`config.mk`:
```
export PLATFORM = sky130hd
export DESIGN_NAME = systolic_2x2_feeder_flat
export DESIGN_NICKNAME = d
export VERILOG_FILES = /design/src/rtl/systolic_2x2_feeder_pkg.sv /design/src/rtl/systolic_2x2_feeder_if.sv /design/src/rtl/systolic_2x2_feeder_wave_sel.sv /design/src/rtl/systolic_2x2_feeder.sv /design/src/flat_wrapper.sv
export SDC_FILE = /design/constraint.sdc
export NUM_CORES = 1
export LEC_CHECK = 0
export ABC_AREA = 1
export CORE_MARGIN = 5
export CORE_UTILIZATION = 49
export DETAILED_ROUTE_END_ITERATION = 8
export GPL_TIMING_DRIVEN = 0
export MAX_ROUTING_LAYER = met4
export PLACE_DENSITY_LB_ADDON = 0.2
export SYNTH_ARGS = -nofsm -noshare
export SYNTH_HDL_FRONTEND = slang
export SYNTH_HIERARCHICAL = 1
export SYNTH_SLANG_ARGS = --single-unit
```
`constraint.sdc`:
```
create_clock -name clk -period 4.2 [get_ports clk]
set_clock_uncertainty 0.05 [all_clocks]
set_input_delay 0.42 -clock clk [delete_from_list [all_inputs] [get_ports clk]]
set_output_delay 0.42 -clock clk [all_outputs]
set_load 0.03 [all_outputs]
```
`src/rtl/systolic_2x2_feeder_pkg.sv`:
```
// Package: systolic_pkg
// Shared types and constants for the systolic_2x2 operand feeder.
//   state_e     : feeder FSM states
//   NUM_WAVES   : waves per sequence, including the trailing flush wave
//   DATA_W_DEF  : default element width
//   W_SKEW0..W_FLUSH : wave index encodings
//   cnt_width() : width of the shared gap/drain counter

package systolic_pkg;

   localparam int unsigned DATA_W_DEF = 32;
   localparam int unsigned NUM_WAVES  = 4;

   typedef enum logic [2:0] {
      StIdle,
      StLoad,
      StGap,
      StDrain,
      StDone
   } state_e;

   localparam logic [1:0] W_SKEW0 = 2'd0;  // (a12, 0,   b21, 0  )
   localparam logic [1:0] W_MAIN  = 2'd1;  // (a11, a22, b11, b22)
   localparam logic [1:0] W_SKEW1 = 2'd2;  // (0,   a21, 0,   b12)
   localparam logic [1:0] W_FLUSH = 2'(NUM_WAVES - 1);  // all zero

   // Wide enough to hold the larger of the two wait lengths.
   function automatic int unsigned cnt_width(input int unsigned gap, input int unsigned drain);
      int unsigned m;
      m = (gap > drain) ? gap : drain;
      return (m < 1) ? 1 : $clog2(m + 1);
   endfunction

endpackage

```
`src/rtl/systolic_2x2_feeder_if.sv`:
```
// Interface: systolic_2x2_feeder_if
// Bundles the feeder's request/operand inputs and its load-side outputs.
//   master : requester (drives start and matrix elements, observes outputs)
//   slave  : the feeder itself
// Signals:
//   start, ready, busy               : request handshake
//   a11..a22, b11..b22               : operand matrices, sampled on accepted start
//   load_in, row_in_row0/1, col_in_col0/1 : wave strobe and buses to systolic_2x2
//   feed_done                        : one-cycle pulse, array results valid

interface systolic_2x2_feeder_if
   import systolic_pkg::*;
#(
   parameter int unsigned DATA_W = DATA_W_DEF
);

   logic              start;
   logic              ready;
   logic              busy;
   logic [DATA_W-1:0] a11, a12, a21, a22;
   logic [DATA_W-1:0] b11, b12, b21, b22;
   logic              load_in;
   logic [DATA_W-1:0] row_in_row0, row_in_row1;
   logic [DATA_W-1:0] col_in_col0, col_in_col1;
   logic              feed_done;

   modport master (
      output start, a11, a12, a21, a22, b11, b12, b21, b22,
      input  ready, busy, load_in, row_in_row0, row_in_row1, col_in_col0, col_in_col1,
             feed_done
   );

   modport slave (
      input  start, a11, a12, a21, a22, b11, b12, b21, b22,
      output ready, busy, load_in, row_in_row0, row_in_row1, col_in_col0, col_in_col1,
             feed_done
   );

endinterface

```
`src/rtl/systolic_2x2_feeder_wave_sel.sv`:
```
// Module: systolic_wave_sel
// Combinational wave-index to 4-bus selector for the 2x2 skewed load pattern.
// Ports:
//   wave               in  2-bit wave index
//   a11..a22, b11..b22 in  matrix elements
//   row0, row1         out row operands
//   col0, col1         out column operands

module systolic_wave_sel
   import systolic_pkg::*;
#(
   parameter int unsigned DATA_W = DATA_W_DEF
) (
   input  logic [1:0]        wave,
   input  logic [DATA_W-1:0] a11,
   input  logic [DATA_W-1:0] a12,
   input  logic [DATA_W-1:0] a21,
   input  logic [DATA_W-1:0] a22,
   input  logic [DATA_W-1:0] b11,
   input  logic [DATA_W-1:0] b12,
   input  logic [DATA_W-1:0] b21,
   input  logic [DATA_W-1:0] b22,
   output logic [DATA_W-1:0] row0,
   output logic [DATA_W-1:0] row1,
   output logic [DATA_W-1:0] col0,
   output logic [DATA_W-1:0] col1
);

   always_comb begin
      row0 = '0;
      row1 = '0;
      col0 = '0;
      col1 = '0;
      unique case (wave)
         W_SKEW0: begin
            row0 = a12;
            col0 = b21;
         end
         W_MAIN: begin
            row0 = a11;
            row1 = a22;
            col0 = b11;
            col1 = b22;
         end
         W_SKEW1: begin
            row1 = a21;
            col1 = b12;
         end
         W_FLUSH: begin
         end
      endcase
   end

endmodule

```
`src/rtl/systolic_2x2_feeder.sv`:
```
// Module: systolic_2x2_feeder
// Latches two 2x2 matrices on an accepted start, then plays the four skewed waves into
// systolic_2x2 (one load_in strobe per wave, buses held through each gap), waits out the
// array drain and pulses feed_done.
// Ports:
//   clk  in  clock, rising edge
//   rst  in  asynchronous active-low reset
//   bus  slave modport of systolic_2x2_feeder_if (handshake, operands, load-side outputs)
// Every output is a flop. The output flops are loaded from the next-state values so the
// registered outputs line up with the FSM state they describe.

module systolic_2x2_feeder
   import systolic_pkg::*;
#(
   parameter int unsigned DATA_W    = DATA_W_DEF,
   parameter int unsigned WAVE_GAP  = 15,
   parameter int unsigned DRAIN_CYC = 100
) (
   input logic                  clk,
   input logic                  rst,
   systolic_2x2_feeder_if.slave bus
);

   localparam int unsigned     CntW      = cnt_width(WAVE_GAP, DRAIN_CYC);
   localparam logic [CntW-1:0] GapInit   = CntW'(WAVE_GAP - 1);
   localparam logic [CntW-1:0] DrainInit = CntW'(DRAIN_CYC - 1);

   state_e            state_q, state_d;
   logic [1:0]        wave_q, wave_d;
   logic [CntW-1:0]   cnt_q, cnt_d;
   logic [DATA_W-1:0] mat_q [8];  // a11, a12, a21, a22, b11, b12, b21, b22
   logic [DATA_W-1:0] mat_d [8];

   logic              ready_q, busy_q, load_in_q, feed_done_q;
   logic [DATA_W-1:0] row0_q, row1_q, col0_q, col1_q;

   logic              accept;
   logic              drive_d;
   logic [DATA_W-1:0] sel_row0, sel_row1, sel_col0, sel_col1;

   assign accept = bus.start && ready_q;

   // Next-state: FSM, wave index and the shared gap/drain down-counter.
   always_comb begin
      state_d = state_q;
      wave_d  = wave_q;
      cnt_d   = cnt_q;
      unique case (state_q)
         StIdle: begin
            if (accept) begin
               state_d = StLoad;
               wave_d  = W_SKEW0;
            end
         end
         StLoad: begin
            state_d = StGap;
            cnt_d   = GapInit;
         end
         StGap: begin
            if (cnt_q == '0) begin
               if (wave_q == W_FLUSH) begin
                  state_d = StDrain;
                  cnt_d   = DrainInit;
               end else begin
                  state_d = StLoad;
                  wave_d  = wave_q + 2'd1;
               end
            end else begin
               cnt_d = cnt_q - 1'b1;
            end
         end
         StDrain: begin
            if (cnt_q == '0) begin
               state_d = StDone;
            end else begin
               cnt_d = cnt_q - 1'b1;
            end
         end
         StDone: begin
            state_d = StIdle;
         end
         default: begin
            state_d = StIdle;
         end
      endcase
   end

   // Operands are captured only on acceptance; later input changes are ignored.
   always_comb begin
      for (int i = 0; i < 8; i++) begin
         mat_d[i] = mat_q[i];
      end
      if (accept) begin
         mat_d[0] = bus.a11;
         mat_d[1] = bus.a12;
         mat_d[2] = bus.a21;
         mat_d[3] = bus.a22;
         mat_d[4] = bus.b11;
         mat_d[5] = bus.b12;
         mat_d[6] = bus.b21;
         mat_d[7] = bus.b22;
      end
   end

   // Selector runs on next-state values so its result can be registered in step.
   systolic_wave_sel #(
      .DATA_W (DATA_W)
   ) u_wave_sel (
      .wave (wave_d),
      .a11  (mat_d[0]),
      .a12  (mat_d[1]),
      .a21  (mat_d[2]),
      .a22  (mat_d[3]),
      .b11  (mat_d[4]),
      .b12  (mat_d[5]),
      .b21  (mat_d[6]),
      .b22  (mat_d[7]),
      .row0 (sel_row0),
      .row1 (sel_row1),
      .col0 (sel_col0),
      .col1 (sel_col1)
   );

   // Buses carry wave data from LOAD through DRAIN; zero in IDLE and DONE.
   assign drive_d = (state_d == StLoad) || (state_d == StGap) || (state_d == StDrain);

   always_ff @(posedge clk or negedge rst) begin
      if (!rst) begin
         state_q     <= StIdle;
         wave_q      <= W_SKEW0;
         cnt_q       <= '0;
         for (int i = 0; i < 8; i++) begin
            mat_q[i] <= '0;
         end
         ready_q     <= 1'b1;
         busy_q      <= 1'b0;
         load_in_q   <= 1'b0;
         feed_done_q <= 1'b0;
         row0_q      <= '0;
         row1_q      <= '0;
         col0_q      <= '0;
         col1_q      <= '0;
      end else begin
         state_q     <= state_d;
         wave_q      <= wave_d;
         cnt_q       <= cnt_d;
         for (int i = 0; i < 8; i++) begin
            mat_q[i] <= mat_d[i];
         end
         ready_q     <= (state_d == StIdle);
         busy_q      <= (state_d != StIdle);
         load_in_q   <= (state_d == StLoad);
         feed_done_q <= (state_d == StDone);
         row0_q      <= drive_d ? sel_row0 : '0;
         row1_q      <= drive_d ? sel_row1 : '0;
         col0_q      <= drive_d ? sel_col0 : '0;
         col1_q      <= drive_d ? sel_col1 : '0;
      end
   end

   assign bus.ready       = ready_q;
   assign bus.busy        = busy_q;
   assign bus.load_in     = load_in_q;
   assign bus.feed_done   = feed_done_q;
   assign bus.row_in_row0 = row0_q;
   assign bus.row_in_row1 = row1_q;
   assign bus.col_in_col0 = col0_q;
   assign bus.col_in_col1 = col1_q;

endmodule

```
`src/flat_wrapper.sv`:
```
// flat-port wrapper written by rule: the top's interface ports become plain ports
module systolic_2x2_feeder_flat import systolic_pkg::*;
#(
   parameter int unsigned DATA_W    = DATA_W_DEF,
   parameter int unsigned WAVE_GAP  = 15,
   parameter int unsigned DRAIN_CYC = 100
)
  (clk, rst, bus_start, bus_a11, bus_a12, bus_a21, bus_a22, bus_b11, bus_b12, bus_b21, bus_b22, bus_ready, bus_busy, bus_load_in, bus_row_in_row0, bus_row_in_row1, bus_col_in_col0, bus_col_in_col1, bus_feed_done);
  systolic_2x2_feeder_if #(.DATA_W(DATA_W)) bus_i ();
  input logic clk;
  input logic rst;
  input wire logic [$bits(bus_i.start)-1:0] bus_start;
  input wire logic [$bits(bus_i.a11)-1:0] bus_a11;
  input wire logic [$bits(bus_i.a12)-1:0] bus_a12;
  input wire logic [$bits(bus_i.a21)-1:0] bus_a21;
  input wire logic [$bits(bus_i.a22)-1:0] bus_a22;
  input wire logic [$bits(bus_i.b11)-1:0] bus_b11;
  input wire logic [$bits(bus_i.b12)-1:0] bus_b12;
  input wire logic [$bits(bus_i.b21)-1:0] bus_b21;
  input wire logic [$bits(bus_i.b22)-1:0] bus_b22;
  output wire logic [$bits(bus_i.ready)-1:0] bus_ready;
  output wire logic [$bits(bus_i.busy)-1:0] bus_busy;
  output wire logic [$bits(bus_i.load_in)-1:0] bus_load_in;
  output wire logic [$bits(bus_i.row_in_row0)-1:0] bus_row_in_row0;
  output wire logic [$bits(bus_i.row_in_row1)-1:0] bus_row_in_row1;
  output wire logic [$bits(bus_i.col_in_col0)-1:0] bus_col_in_col0;
  output wire logic [$bits(bus_i.col_in_col1)-1:0] bus_col_in_col1;
  output wire logic [$bits(bus_i.feed_done)-1:0] bus_feed_done;
  assign bus_i.start = bus_start;
  assign bus_i.a11 = bus_a11;
  assign bus_i.a12 = bus_a12;
  assign bus_i.a21 = bus_a21;
  assign bus_i.a22 = bus_a22;
  assign bus_i.b11 = bus_b11;
  assign bus_i.b12 = bus_b12;
  assign bus_i.b21 = bus_b21;
  assign bus_i.b22 = bus_b22;
  assign bus_ready = bus_i.ready;
  assign bus_busy = bus_i.busy;
  assign bus_load_in = bus_i.load_in;
  assign bus_row_in_row0 = bus_i.row_in_row0;
  assign bus_row_in_row1 = bus_i.row_in_row1;
  assign bus_col_in_col0 = bus_i.col_in_col0;
  assign bus_col_in_col1 = bus_i.col_in_col1;
  assign bus_feed_done = bus_i.feed_done;
  systolic_2x2_feeder #(.DATA_W(DATA_W), .WAVE_GAP(WAVE_GAP), .DRAIN_CYC(DRAIN_CYC)) u_core (.clk(clk), .rst(rst), .bus(bus_i));
endmodule
```
==> metrics.md, run 1 <==
| Metric | Value |
|---|---|
| Highest routed layer | met4 |
| Clock period minus worst slack | 3.33 ns |
| Cells along the critical path | nand2_1 -> clkinv_1 -> clkbuf_1 -> nand2_1 -> nand3_1 -> nand2_1 -> inv_1 -> ha_1 -> inv_2 -> clkbuf_1 -> a21oi_1 -> inv_1 -> nor2_1 |
| Slew Limit Headroom | 37.0% |
| Share of cells above drive strength 1 | 5.09% |
| Critical Path Slowest Stage Cell | sky130_fd_sc_hd__clkbuf_1 |
| Area of all placed cells without fillers | 22500 um^2 |
| Routed Wire Length | 47400 um |
| Initial antenna violation count | 10 |
| Result of the run | finished, final reports clean |
| Total DRC errors in the routed layout | 0 |
| Met3 wire length | 2950 um |
| Remaining antenna violation count | 0 |
| Number of vias per cell | 4.73 |
| Width of the chip | 193 um |
| Post-synthesis average cell area | 8.14 um^2 |
| Unrepaired setup endpoints after global routing | false |
| Transition time at the pin with the least slew margin | 0.945 ns |
| Beginning of the worst register-to-register path | u_core/bus.ready$_DFF_PN1_ |
| Wire per inst | 16.1 um |
| Net Count, Synth | 2286 |
| Fillers | 2723 |
| Most common cell after layout, fill and taps aside | sky130_fd_sc_hd__nand2_1 |
| Distinct cell type count of the synthesized netlist | 27 |
| Most frequent CP cell | sky130_fd_sc_hd__nand2_1 |
| Required time at the endpoint of the critical path | 4.57 ns |
| Worst-skew pair later-pin latency | 0.53 ns |
| Worst hold slack | 0.400 ns |
| Largest delay contributor family on the critical path | buffers and inverters |
| Number of H-tree levels | 2 |
| Area of the core | 33400 um^2 |
| Clock slew at the register clock pins of the worst setup and hold paths | 0.07 ns |
| Total congestion overflow after global routing | 0 |
| Buffering stage count on the worst path with inverters included | 6 |
| Global-route total usage across every layer | 26.0% |
| Category of the most critical setup path | reg2reg |
| Quantity of gates resized following cts | 0 |
| Biggest fanout along the worst timing path | 10 |
| Areal power density over the cells | 355 nW/um^2 |
| CTS tree | yes |
| Final period util | 79.4% |
| Initial core utilization | 49.4% |
| Worst EP arrival | 3.70 ns |
| Root cell of the clock tree | sky130_fd_sc_hd__clkbuf_16 |
| Setup crit start kind | flop |
| Vias in the first global route | 14.4k |
| Number of input and output port buffers inserted | 390 |
| Number of design-rule violations left by the first detailed-router iteration | 930 |
| Placer's final routability congestion estimate | 0.879 |
| Hold Fails Final Rpt | 0 |
| Total CTS buffers | 42 |
| Yosys warns | 6 |
| Sequential fraction of the synthesis area | 60.8% |
| Synth-to-Final Area Change | 36.6% |
| Worst setup EP type | flop |
| Number of optimization iterations in the first detailed-route pass | 7 |
| Die height | 193 um |
| Max Buffers Root-to-Sink | 3 |
| Flip-flop and latch count after synthesis | 400 |
| Std-Cell Rows | 67 |
| First-pass GRT wire length | 76900 um |
| Slew Viols, Final | 0 |
| Synthesized cell area | 16500 um^2 |
| Number of primary I/O pins | 391 |
| Commonest cells after routing, fill and taps aside | sky130_fd_sc_hd__nand2_1, sky130_fd_sc_hd__dfrtp_1, sky130_fd_sc_hd__clkdlybuf4s50_1 |
| DP Wirelength | 34000 um |
| Path type of the worst min-delay path | in2reg |
| Maximum number of pins on one net before global-route repair | 125 |
| Met2 Wirelength | 23100 um |
| Worst vdd rail ir drop | 0.328 mV |
| Hold path startpoint | bus_a22[29] |
| Highest achievable clock rate | 300 MHz |
| Synthesized instance count | 2023 |
| Post-Route M1 WL | 19900 um |
| Power consumption | 8000 uW |
| Clock sinks | 400 |
| # Max-Cap Violations | 0 |
| Placed instance area | 21000 um^2 |
| Floorplan die area | 37400 um^2 |
| Static Leak | 0.0115 uW |
| Total setup violations reported at the end of the flow | 0 |
| Timing startpoint of the critical path | u_core/bus.ready$_DFF_PN1_ |
| Final layout net count | 2724 |
| Total via count after detailed routing | 14.0k |
| Slowest cell delay on critical path | 0.60 ns |
-- area by class of cell --
| cell class | instances | area (um^2) | share of cell area [%] |
|---|---|---|---|
| Multi-Input combinational cell | 1374 | 5370 | 23.8 |
| Sequential cell | 400 | 10000 | 44.5 |
| Buffer | 105 | 556 | 2.47 |
| Tap cell | 448 | 561 | 2.49 |
| Timing Repair Buffer | 394 | 4000 | 17.8 |
| Clock buffer | 64 | 1310 | 5.81 |
| Clock inverter | 12 | 138 | 0.612 |
| Antenna cell | 10 | 25.0 | 0.111 |
| Inverter | 144 | 541 | 2.40 |
-- registers in the layout, summed over array words and instances, names as in the netlist --
| signal | flops |
|---|---|
| u_core/bus.busy | 1 |
| u_core/state_q | 3 |
| u_core/bus.row_in_row0 | 32 |
| u_core/bus.col_in_col0 | 32 |
| u_core/bus.row_in_row1 | 32 |
| u_core/bus.ready | 1 |
| u_core/bus.feed_done | 1 |
| u_core/bus.load_in | 1 |
| u_core/bus.col_in_col1 | 32 |
| u_core/cnt_q | 7 |
| u_core/mat_q | 256 |
| u_core/wave_q | 2 |
-- worst paths after layout --
| kind | end | slack (ns) | cells past startpoint |
|---|---|---|---|
| max in group asynchronous | u_core/mat_q[147]$_DFF_PN0_ | 2.32 | 4 |
| worst min-delay path | u_core/mat_q[157]$_DFF_PN0_ | 0.40 | 3 |
| worst max-delay path | u_core/bus.col_in_col1[28]$_DFF_PN0_ | 0.87 | 13 |
| worst max register to register | u_core/bus.col_in_col1[28]$_DFF_PN0_ | 0.87 | 13 |
| worst min register to register | u_core/mat_q[242]$_DFF_PN0_ | 0.43 | 2 |
| min in group asynchronous | u_core/mat_q[110]$_DFF_PN0_ | 0.42 | 2 |
-- metal layers --
layer	up-vias	GRT usage [%]
met2	447	43.2
met4	0	7.50
met3	84	4.96
met5	-	-
li1	6897	-
met1	6526	33.0
-- timing repair --
item,4_1_cts,5_1_grt
hold endpoints to repair,75,0
buffers inserted,0,0
hold buffers,1,0
-- kinds of logic after synthesis --
kind of cell    share of synthesized area, %
simple gates                            30.0
flops                                   60.8
buf+inv                                 6.65
compound gates                          2.15
xor+xnor                               0.106
fa+ha+maj                              0.304
-- worst register-to-register path, delay by kind of cell, from the launching register on --
family	cells	cell delay, ns
flops	1	0.53
fa+ha+maj	1	0.24
buf+inv	6	1.82
compound gates	1	0.12
simple gates	5	0.51
-- cell usage after synthesis --
cell type                     n  area [um^2]
sky130_fd_sc_hd__clkinv_1     1         3.75
sky130_fd_sc_hd__nor2_1     140          526
sky130_fd_sc_hd__o21ai_0      2         10.0
sky130_fd_sc_hd__xor2_1       1         8.76
sky130_fd_sc_hd__nand2_1   1133         4250
sky130_fd_sc_hd__dfrtp_1    399         9980
sky130_fd_sc_hd__nand2_2      2         12.5
sky130_fd_sc_hd__nand4_1      1         6.26
sky130_fd_sc_hd__nand3b_1     1         7.51
sky130_fd_sc_hd__xnor2_1      1         8.76
sky130_fd_sc_hd__dfstp_2      1         26.3
sky130_fd_sc_hd__buf_6       12          135
sky130_fd_sc_hd__o211ai_1     1         7.51
sky130_fd_sc_hd__a21oi_1     64          320
sky130_fd_sc_hd__clkbuf_1    56          210
sky130_fd_sc_hd__inv_1      140          526
sky130_fd_sc_hd__buf_4        9         67.6
sky130_fd_sc_hd__o21ai_4      1         16.3
sky130_fd_sc_hd__nand3_2      1         10.0
sky130_fd_sc_hd__ha_1         4         50.1
sky130_fd_sc_hd__buf_8        1         15.0
sky130_fd_sc_hd__nand3_1     18         90.1
sky130_fd_sc_hd__nor2_4       3         33.8
sky130_fd_sc_hd__inv_2        3         11.3
sky130_fd_sc_hd__buf_2       21          105
sky130_fd_sc_hd__nor2_2       1         6.26
sky130_fd_sc_hd__buf_1        6         22.5
-- per-stage QoR --
step / std cells / utilization [%] / setup WS (ns) / TNS (ns)
after floorplan: 2023 / - / 1.88 / 0
after global placement: 2861 / 62.8 / -14.40 / -5737.88
after detailed placement: 2864 / 63.0 / 0.531 / 0
after CTS: 2941 / 67.4 / 0.824 / 0
after global routing: 2951 / 67.5 / 0.622 / 0
final: 2951 / 67.5 / 0.865 / 0
-- report_power, final --
part	internal [uW]	switching, uW
Combinational	217	113
Sequential	3850	0
Clock	2330	1490
Total	6400	1600
Note: power is estimated with default switching activity, not from simulation.
==> run 2, diff against run 1 <==
--- a/config.mk
+++ b/config.mk
@@ -7,7 +7,7 @@
 export LEC_CHECK = 0
 export ABC_AREA = 1
 export CORE_MARGIN = 5
-export CORE_UTILIZATION = 49
+export CORE_UTILIZATION = 45
 export DETAILED_ROUTE_END_ITERATION = 8
 export GPL_TIMING_DRIVEN = 0
 export MAX_ROUTING_LAYER = met4
==> constraint.sdc (replaced) <==
create_clock -name clk -period 2.9 [get_ports clk]
set_clock_uncertainty 0.05 [all_clocks]
set_input_delay 0.29 -clock clk [delete_from_list [all_inputs] [get_ports clk]]
set_output_delay 0.29 -clock clk [all_outputs]
set_load 0.03 [all_outputs]
==> run 2 against run 1 <==
Total power rose by 44%. Cell area about the same. Clock power increased by 43%. Register-to-register slack lost 0.60 ns. Highest routed layer unchanged. Maximum frequency up 26%. Sequential cell count is the same. Combinational power is 45% higher. First-iteration DRC count decreased by 24%. Via count stayed put. Setup slack got worse by 0.60 ns. Global-route usage decreased by 1.6 points.
==> metrics.md, run 2 (same netlist as run 1, synthesis figures left out) <==
| Metric | Value |
|---|---|
| Commonest cells after routing, fill and taps aside | sky130_fd_sc_hd__nand2_1, sky130_fd_sc_hd__dfrtp_1, sky130_fd_sc_hd__clkdlybuf4s50_1 |
| Reg area | 10000 um^2 (unchanged) |
| Number of vias per cell | 4.70 (-0.67%) |
| Global-route total usage across every layer | 24.4% (-1.6 points) |
| Slew Viols, Final | 0 (unchanged) |
| Transition time at the pin with the least slew margin | 0.931 ns (-0.0142 ns) |
| First-pass GRT wire length | 77000 um (+0.16%) |
| Fillers | 3143 (+15%) |
| Most frequent CP cell | sky130_fd_sc_hd__nand2_1 |
| Post-CTS setup buffer count | 0 (unchanged) |
| Cells along the critical path | nand2_1 -> clkinv_1 -> buf_4 -> nand2_1 -> nand3_1 -> nand2_1 -> inv_1 -> ha_1 -> inv_2 -> buf_2 -> a21oi_1 -> inv_1 -> nor2_1 |
| Worst-skew pair later-pin latency | 0.54 ns (about the same) |
| Max Buffers Root-to-Sink | 3 (unchanged) |
| Slowest cell delay on critical path | 0.37 ns (-0.23 ns) |
| Worst EP arrival | 3.01 ns (-0.69 ns) |
| Number of input and output port buffers inserted | 390 (unchanged) |
| Setup crit start kind | flop |
| Total DRC errors in the routed layout | 0 (unchanged) |
| Static Leak | 0.0115 uW (about the same) |
| Total via count after detailed routing | 14.0k (unchanged) |
| Number of optimization iterations in the first detailed-route pass | 5 (-2) |
| Most common cell after layout, fill and taps aside | sky130_fd_sc_hd__nand2_1 |
| Result of the run | finished, final reports clean |
| Maximum number of pins on one net before global-route repair | 125 (unchanged) |
| CTS tree | yes |
| Path type of the worst min-delay path | in2reg |
| Synth-to-Final Area Change | 36.6% (about the same) |
| Root cell of the clock tree | sky130_fd_sc_hd__clkbuf_16 |
| Final total negative setup slack | 0 ns (unchanged) |
| Place WS | -0.665 ns (-1.20 ns) |
| Setup WS post-layout | 0.262 ns (-0.603 ns) |
| Final layout net count | 2725 (+0.037%) |
| Biggest fanout along the worst timing path | 10 (unchanged) |
| Number of design-rule violations left by the first detailed-router iteration | 704 (-24%) |
| Routed Wire Length | 48600 um (+2.6%) |
| Worst setup EP type | flop |
| Area of the core | 36300 um^2 (+8.9%) |
| Critical Path Slowest Stage Cell | sky130_fd_sc_hd__dfstp_2 |
| Initial antenna violation count | 13 (+3) |
| Floorplan die area | 40500 um^2 (+8.4%) |
| Register with the most flip-flops | u_core/mat_q |
| Clock period minus worst slack | 2.64 ns (-0.697 ns) |
| Number of H-tree levels | 2 (unchanged) |
| # Max-Cap Violations | 0 (unchanged) |
| Total congestion overflow after global routing | 0 (unchanged) |
| Category of the most critical setup path | reg2reg |
| DP Wirelength | 34700 um (+2.0%) |
| Share of cells above drive strength 1 | 5.22% (+0.13 points) |
| Clock slew at the register clock pins of the worst setup and hold paths | 0.06 ns (about the same) |
| Area of combinational cells with multiple inputs | 5370 um^2 (unchanged) |
| Width of the chip | 201 um (+4.1%) |
| Placer's final routability congestion estimate | 0.855 (-2.7%) |
| Buffering stage count on the worst path with inverters included | 6 (unchanged) |
| Initial core utilization | 45.3% (-4.1 points) |
| Flip-flop count of the largest register, all copies and words added | 256 (unchanged) |
| Hold Fails Final Rpt | 0 (unchanged) |
| Required time at the endpoint of the critical path | 3.28 ns (-1.29 ns) |
| Number of primary I/O pins | 391 (unchanged) |
| Remaining antenna violation count | 0 (unchanged) |
| Total setup violations reported at the end of the flow | 0 (unchanged) |
| Vias in the first global route | 14.2k (-1.9%) |
| Final period util | 91.0% (+12 points) |
| Clock sinks | 400 (unchanged) |
| Worst vdd rail ir drop | 0.455 mV (+39%) |
| Slew Limit Headroom | 37.9% (+0.95 points) |
| Highest achievable clock rate | 379 MHz (+26%) |
| Die height | 201 um (+4.1%) |
| Areal power density over the cells | 511 nW/um^2 (+44%) |
| Wire per inst | 16.4 um (+1.9%) |
| Std-Cell Rows | 70 (+4.5%) |
| Largest delay contributor family on the critical path | buffers and inverters |
| Power consumption | 11500 uW (+44%) |
| Total CTS buffers | 43 (+2.4%) |
==> run 2: area by class of cell <==
class | count | area share, %
clock buffer | 66 | 5.80
buffer | 105 | 2.54
clock inverter | 7 | 0.389
tap | 468 | 2.60
antenna | 13 | 0.145
multi-input combinational | 1374 | 23.8
inverter | 144 | 2.40
sequential | 400 | 44.5
timing repair buffer | 394 | 17.8
==> run 2: final timing paths <==
kind                                                  from                              endpoint  slack (ns)  cells past startpoint
worst max-delay path            u_core/bus.ready$_DFF_PN1_  u_core/bus.col_in_col1[30]$_DFF_PN0_        0.26                     13
worst min-delay path                           bus_b12[24]            u_core/mat_q[88]$_DFF_PN0_        0.26                      3
worst max register to register  u_core/bus.ready$_DFF_PN1_  u_core/bus.col_in_col1[30]$_DFF_PN0_        0.26                     13
worst min register to register  u_core/mat_q[76]$_DFF_PN0_            u_core/mat_q[76]$_DFF_PN0_        0.42                      2
max in group asynchronous                              rst  u_core/bus.row_in_row1[30]$_DFF_PN0_        1.45                      3
min in group asynchronous                              rst  u_core/bus.col_in_col0[13]$_DFF_PN0_        0.29                      2
==> run 2: worst register-to-register path, stage by stage, from the launching register on <==
cell	delay, ns
sky130_fd_sc_hd__dfstp_2	0.37
sky130_fd_sc_hd__nand2_1	0.17
sky130_fd_sc_hd__clkinv_1	0.25
sky130_fd_sc_hd__buf_4	0.28
sky130_fd_sc_hd__nand2_1	0.08
sky130_fd_sc_hd__nand3_1	0.06
sky130_fd_sc_hd__nand2_1	0.12
sky130_fd_sc_hd__inv_1	0.07
sky130_fd_sc_hd__ha_1	0.30
sky130_fd_sc_hd__inv_2	0.24
sky130_fd_sc_hd__buf_2	0.34
sky130_fd_sc_hd__a21oi_1	0.09
sky130_fd_sc_hd__inv_1	0.06
sky130_fd_sc_hd__nor2_1	0.04
==> run 2: metal layers <==
| layer | vias up | GRT usage (%) | wire (um) |
|---|---|---|---|
| met5 | - | - | 0 |
| met4 | 0 | 6.81 | 1330 |
| met3 | 85 | 5.12 | 2680 |
| met2 | 401 | 39.2 | 23500 |
| met1 | 6576 | 31.9 | 21100 |
| li1 | 6892 | - | - |
==> run 2: timing repair <==
action	CTS	global route
endpoints found under the hold margin	77	0
resized for setup	6	13
hold buffers	1	0
pin swaps	0	0
endpoints found under the setup margin	122	121
==> run 2: where the power goes <==
group          switching (uW)  internal, uW
clock                    2180          3260
combinational             166           314
sequential                  0          5580
total                    2350          9150
==> run 2: metrics by stage <==
stage	std cells	area, um^2	util, %	hold WS [ns]
5_1_grt	2971	22500	61.9	0.257
2_1_floorplan	2023	16500	-	-0.0556
4_1_cts	2958	22500	61.8	0.230
3_3_place_gp	2881	21000	57.7	0.408
3_5_place_dp	2884	21100	57.9	0.284
6_report	2971	22500	61.9	0.260
==> run 3, diff against run 2 <==
--- a/config.mk
+++ b/config.mk
@@ -7,8 +7,9 @@
 export LEC_CHECK = 0
 export ABC_AREA = 1
 export CORE_MARGIN = 5
-export CORE_UTILIZATION = 45
+export CORE_UTILIZATION = 40
 export DETAILED_ROUTE_END_ITERATION = 8
+export GPL_ROUTABILITY_DRIVEN = 0
 export GPL_TIMING_DRIVEN = 0
 export MAX_ROUTING_LAYER = met4
 export PLACE_DENSITY_LB_ADDON = 0.2
==> run 3 against run 2 <==
First-iteration DRC count rose by 30%. Largest power group is now clock. Cell count is 2.3% higher. Non-clock buffer count increased by 2. Highest routed layer unchanged.
==> metrics.md, run 3 (same netlist as run 1, synthesis figures left out) <==
| Metric | Value |
|---|---|
| Total setup violations reported at the end of the flow | 0 (unchanged) |
| Static Leak | 0.0115 uW (+0.41%) |
| Biggest fanout along the worst timing path | 10 (unchanged) |
| Number of H-tree levels | 2 (unchanged) |
| Clock sinks | 400 (unchanged) |
| Initial core utilization | 40.3% (-5.0 points) |
| Clock period minus worst slack | 2.66 ns (+0.0183 ns) |
| Most common cell after layout, fill and taps aside | sky130_fd_sc_hd__nand2_1 |
| Std-Cell Rows | 74 (+5.7%) |
| Global-route total usage across every layer | 22.7% (-1.8 points) |
| Flip-flop count of the largest register, all copies and words added | 256 (unchanged) |
| Hold Fails Final Rpt | 0 (unchanged) |
| Total via count after detailed routing | 14.0k (+0.11%) |
| Clock slew at the register clock pins of the worst setup and hold paths | 0.06 ns (about the same) |
| Number of optimization iterations in the first detailed-route pass | 7 (+2) |
| Slew Viols, Final | 0 (unchanged) |
| Maximum number of pins on one net before global-route repair | 118 (-5.6%) |
| Result of the run | finished, final reports clean |
| Width of the chip | 213 um (+5.8%) |
| CTS tree | yes |
| Total CTS buffers | 44 (+2.3%) |
| Unrepaired setup endpoints after global routing | false |
| Worst-skew pair later-pin latency | 0.56 ns (+0.02 ns) |
| Vias in the first global route | 14.5k (+2.4%) |
| Cells along the critical path | inv_1 -> ha_2 -> nand2_1 -> nor2_4 -> nand3b_1 -> o211ai_1 -> nand2_1 -> inv_1 -> ha_1 -> buf_2 -> buf_2 -> nand2_1 -> nand2_1 -> inv_1 -> nor2_1 |
| Slowest cell delay on critical path | 0.36 ns (about the same) |
| Total congestion overflow after global routing | 0 (unchanged) |
| Final layout net count | 2728 (+0.11%) |
| Final period util | 91.6% (+0.63 points) |
| First-pass GRT wire length | 78600 um (+2.0%) |
| Critical Path Slowest Stage Cell | sky130_fd_sc_hd__dfrtp_1 |
| Floorplan die area | 45300 um^2 (+12%) |
| Number of design-rule violations left by the first detailed-router iteration | 913 (+30%) |
| DP Wirelength | 36300 um (+4.5%) |
| Path type of the worst min-delay path | in2reg |
| # Max-Cap Violations | 0 (unchanged) |
| Worst EP arrival | 3.08 ns (+0.07 ns) |
| Die height | 213 um (+5.8%) |
| Number of primary I/O pins | 391 (unchanged) |
| Share of cells above drive strength 1 | 5.57% (+0.35 points) |
| Final cell count without fillers | 3038 (+2.3%) |
| Root cell of the clock tree | sky130_fd_sc_hd__clkbuf_16 |
| Fillers | 3759 (+20%) |
| Most frequent CP cell | sky130_fd_sc_hd__nand2_1 |
| Number of vias per cell | 4.60 (-2.1%) |
| Initial antenna violation count | 10 (-3) |
| Highest achievable clock rate | 376 MHz (-0.69%) |
| Final total negative setup slack | 0 ns (unchanged) |
| Worst vdd rail ir drop | 0.375 mV (-18%) |
| Setup crit start kind | flop |
| Inst Count DP | 2948 (+2.2%) |
| Category of the most critical setup path | reg2reg |
| Worst setup EP type | flop |
| Remaining antenna violation count | 0 (unchanged) |
| Max Buffers Root-to-Sink | 3 (unchanged) |
| Required time at the endpoint of the critical path | 3.32 ns (+0.04 ns) |
| Wire per inst | 16.5 um (+0.66%) |
| Total DRC errors in the routed layout | 0 (unchanged) |
| Slew Limit Headroom | 35.7% (-2.2 points) |
| Areal power density over the cells | 518 nW/um^2 (+1.4%) |
| Number of input and output port buffers inserted | 390 (unchanged) |
| Register with the most flip-flops | u_core/mat_q |
| Transition time at the pin with the least slew margin | 0.964 ns (+0.0330 ns) |
| Area of the core | 40800 um^2 (+12%) |
| Commonest cells after routing, fill and taps aside | sky130_fd_sc_hd__nand2_1, sky130_fd_sc_hd__dfrtp_1, sky130_fd_sc_hd__clkdlybuf4s50_1 |
| Routed Wire Length | 50000 um (+2.9%) |
| Synth-to-Final Area Change | 37.7% |
run 3: cell count changes in the layout (fill, tap and decap cells not counted), moves of 2 or more:
cell and delta:
sky130_fd_sc_hd__buf_2 -3, sky130_fd_sc_hd__bufinv_16 +2, sky130_fd_sc_hd__clkbuf_4 +3, sky130_fd_sc_hd__diode_2 -2
run 3: metal layers:
metal  track usage (%)  routed length, um  vias up
li1                  -                  -     6907
met1              29.2              21500     6618
met2              36.6              24500      365
met3              3.88               2690       80
met4              7.97               1320        0
met5                 -                  0        -
run 3: what timing repair did:
item,CTS,global route
setup buffers,0,2
hold endpoints to repair,84,0
gates resized for setup,10,10
cloned,0,0
endpoints found under the setup margin,126,109
hold buffers,1,0
run 3: worst max-delay path: cells and delay by family (launching register included):
kind | cells | cell delay [ns]
AOI/OAI and AO/OA | 1 | 0.09
adders and majority gates | 2 | 0.42
buffers and inverters | 5 | 0.84
DFF | 1 | 0.36
and+or+nand+nor | 7 | 0.80
run 3: final timing paths:
| check | start | end | slack [ns] | cells after the start |
|---|---|---|---|---|
| hold reg to reg | u_core/mat_q[203]$_DFF_PN0_ | u_core/mat_q[203]$_DFF_PN0_ | 0.42 | 2 |
| hold / removal | bus_a22[23] | u_core/mat_q[151]$_DFF_PN0_ | 0.24 | 3 |
| setup reg to reg | u_core/cnt_q[0]$_DFFE_PN0P_ | u_core/bus.col_in_col0[0]$_DFF_PN0_ | 0.24 | 15 |
| max in group asynchronous | rst | u_core/mat_q[235]$_DFF_PN0_ | 1.47 | 3 |
| setup / recovery | u_core/cnt_q[0]$_DFFE_PN0P_ | u_core/bus.col_in_col0[0]$_DFF_PN0_ | 0.24 | 15 |
| min in group asynchronous | rst | u_core/bus.col_in_col1[19]$_DFF_PN0_ | 0.27 | 2 |
run 3: cell type report:
type	count	area, um^2	area share (%)
diodes	11	27.5	0.121
plain buffers	105	583	2.57
clock buffers	66	1320	5.80
clock inverters	10	153	0.673
inverters	144	544	2.40
multi-input cells	1374	5370	23.7
flip-flops and latches	400	10000	44.1
well taps	532	666	2.93
repair buffers	396	4020	17.7
run 3: per-stage QoR:
step	area [um^2]	hold WS, ns	total power [uW]	util (%)	setup WS (ns)
floorplan	16500	-0.0556	5680	-	0.575
global placement	21000	0.407	6170	51.5	-16.11
finish	22700	0.236	11800	55.6	0.244
global route	22700	0.221	12200	55.6	0.0451
CTS	22600	0.192	11900	55.4	0.0350
detailed placement	21100	0.310	6170	51.7	-0.798
run 3: where the power goes:
| part | switching (uW) | internal (uW) | total (uW) |
|---|---|---|---|
| logic | 169 | 314 | 483 |
| clock network | 2220 | 3470 | 5690 |
| registers | 0 | 5580 | 5580 |
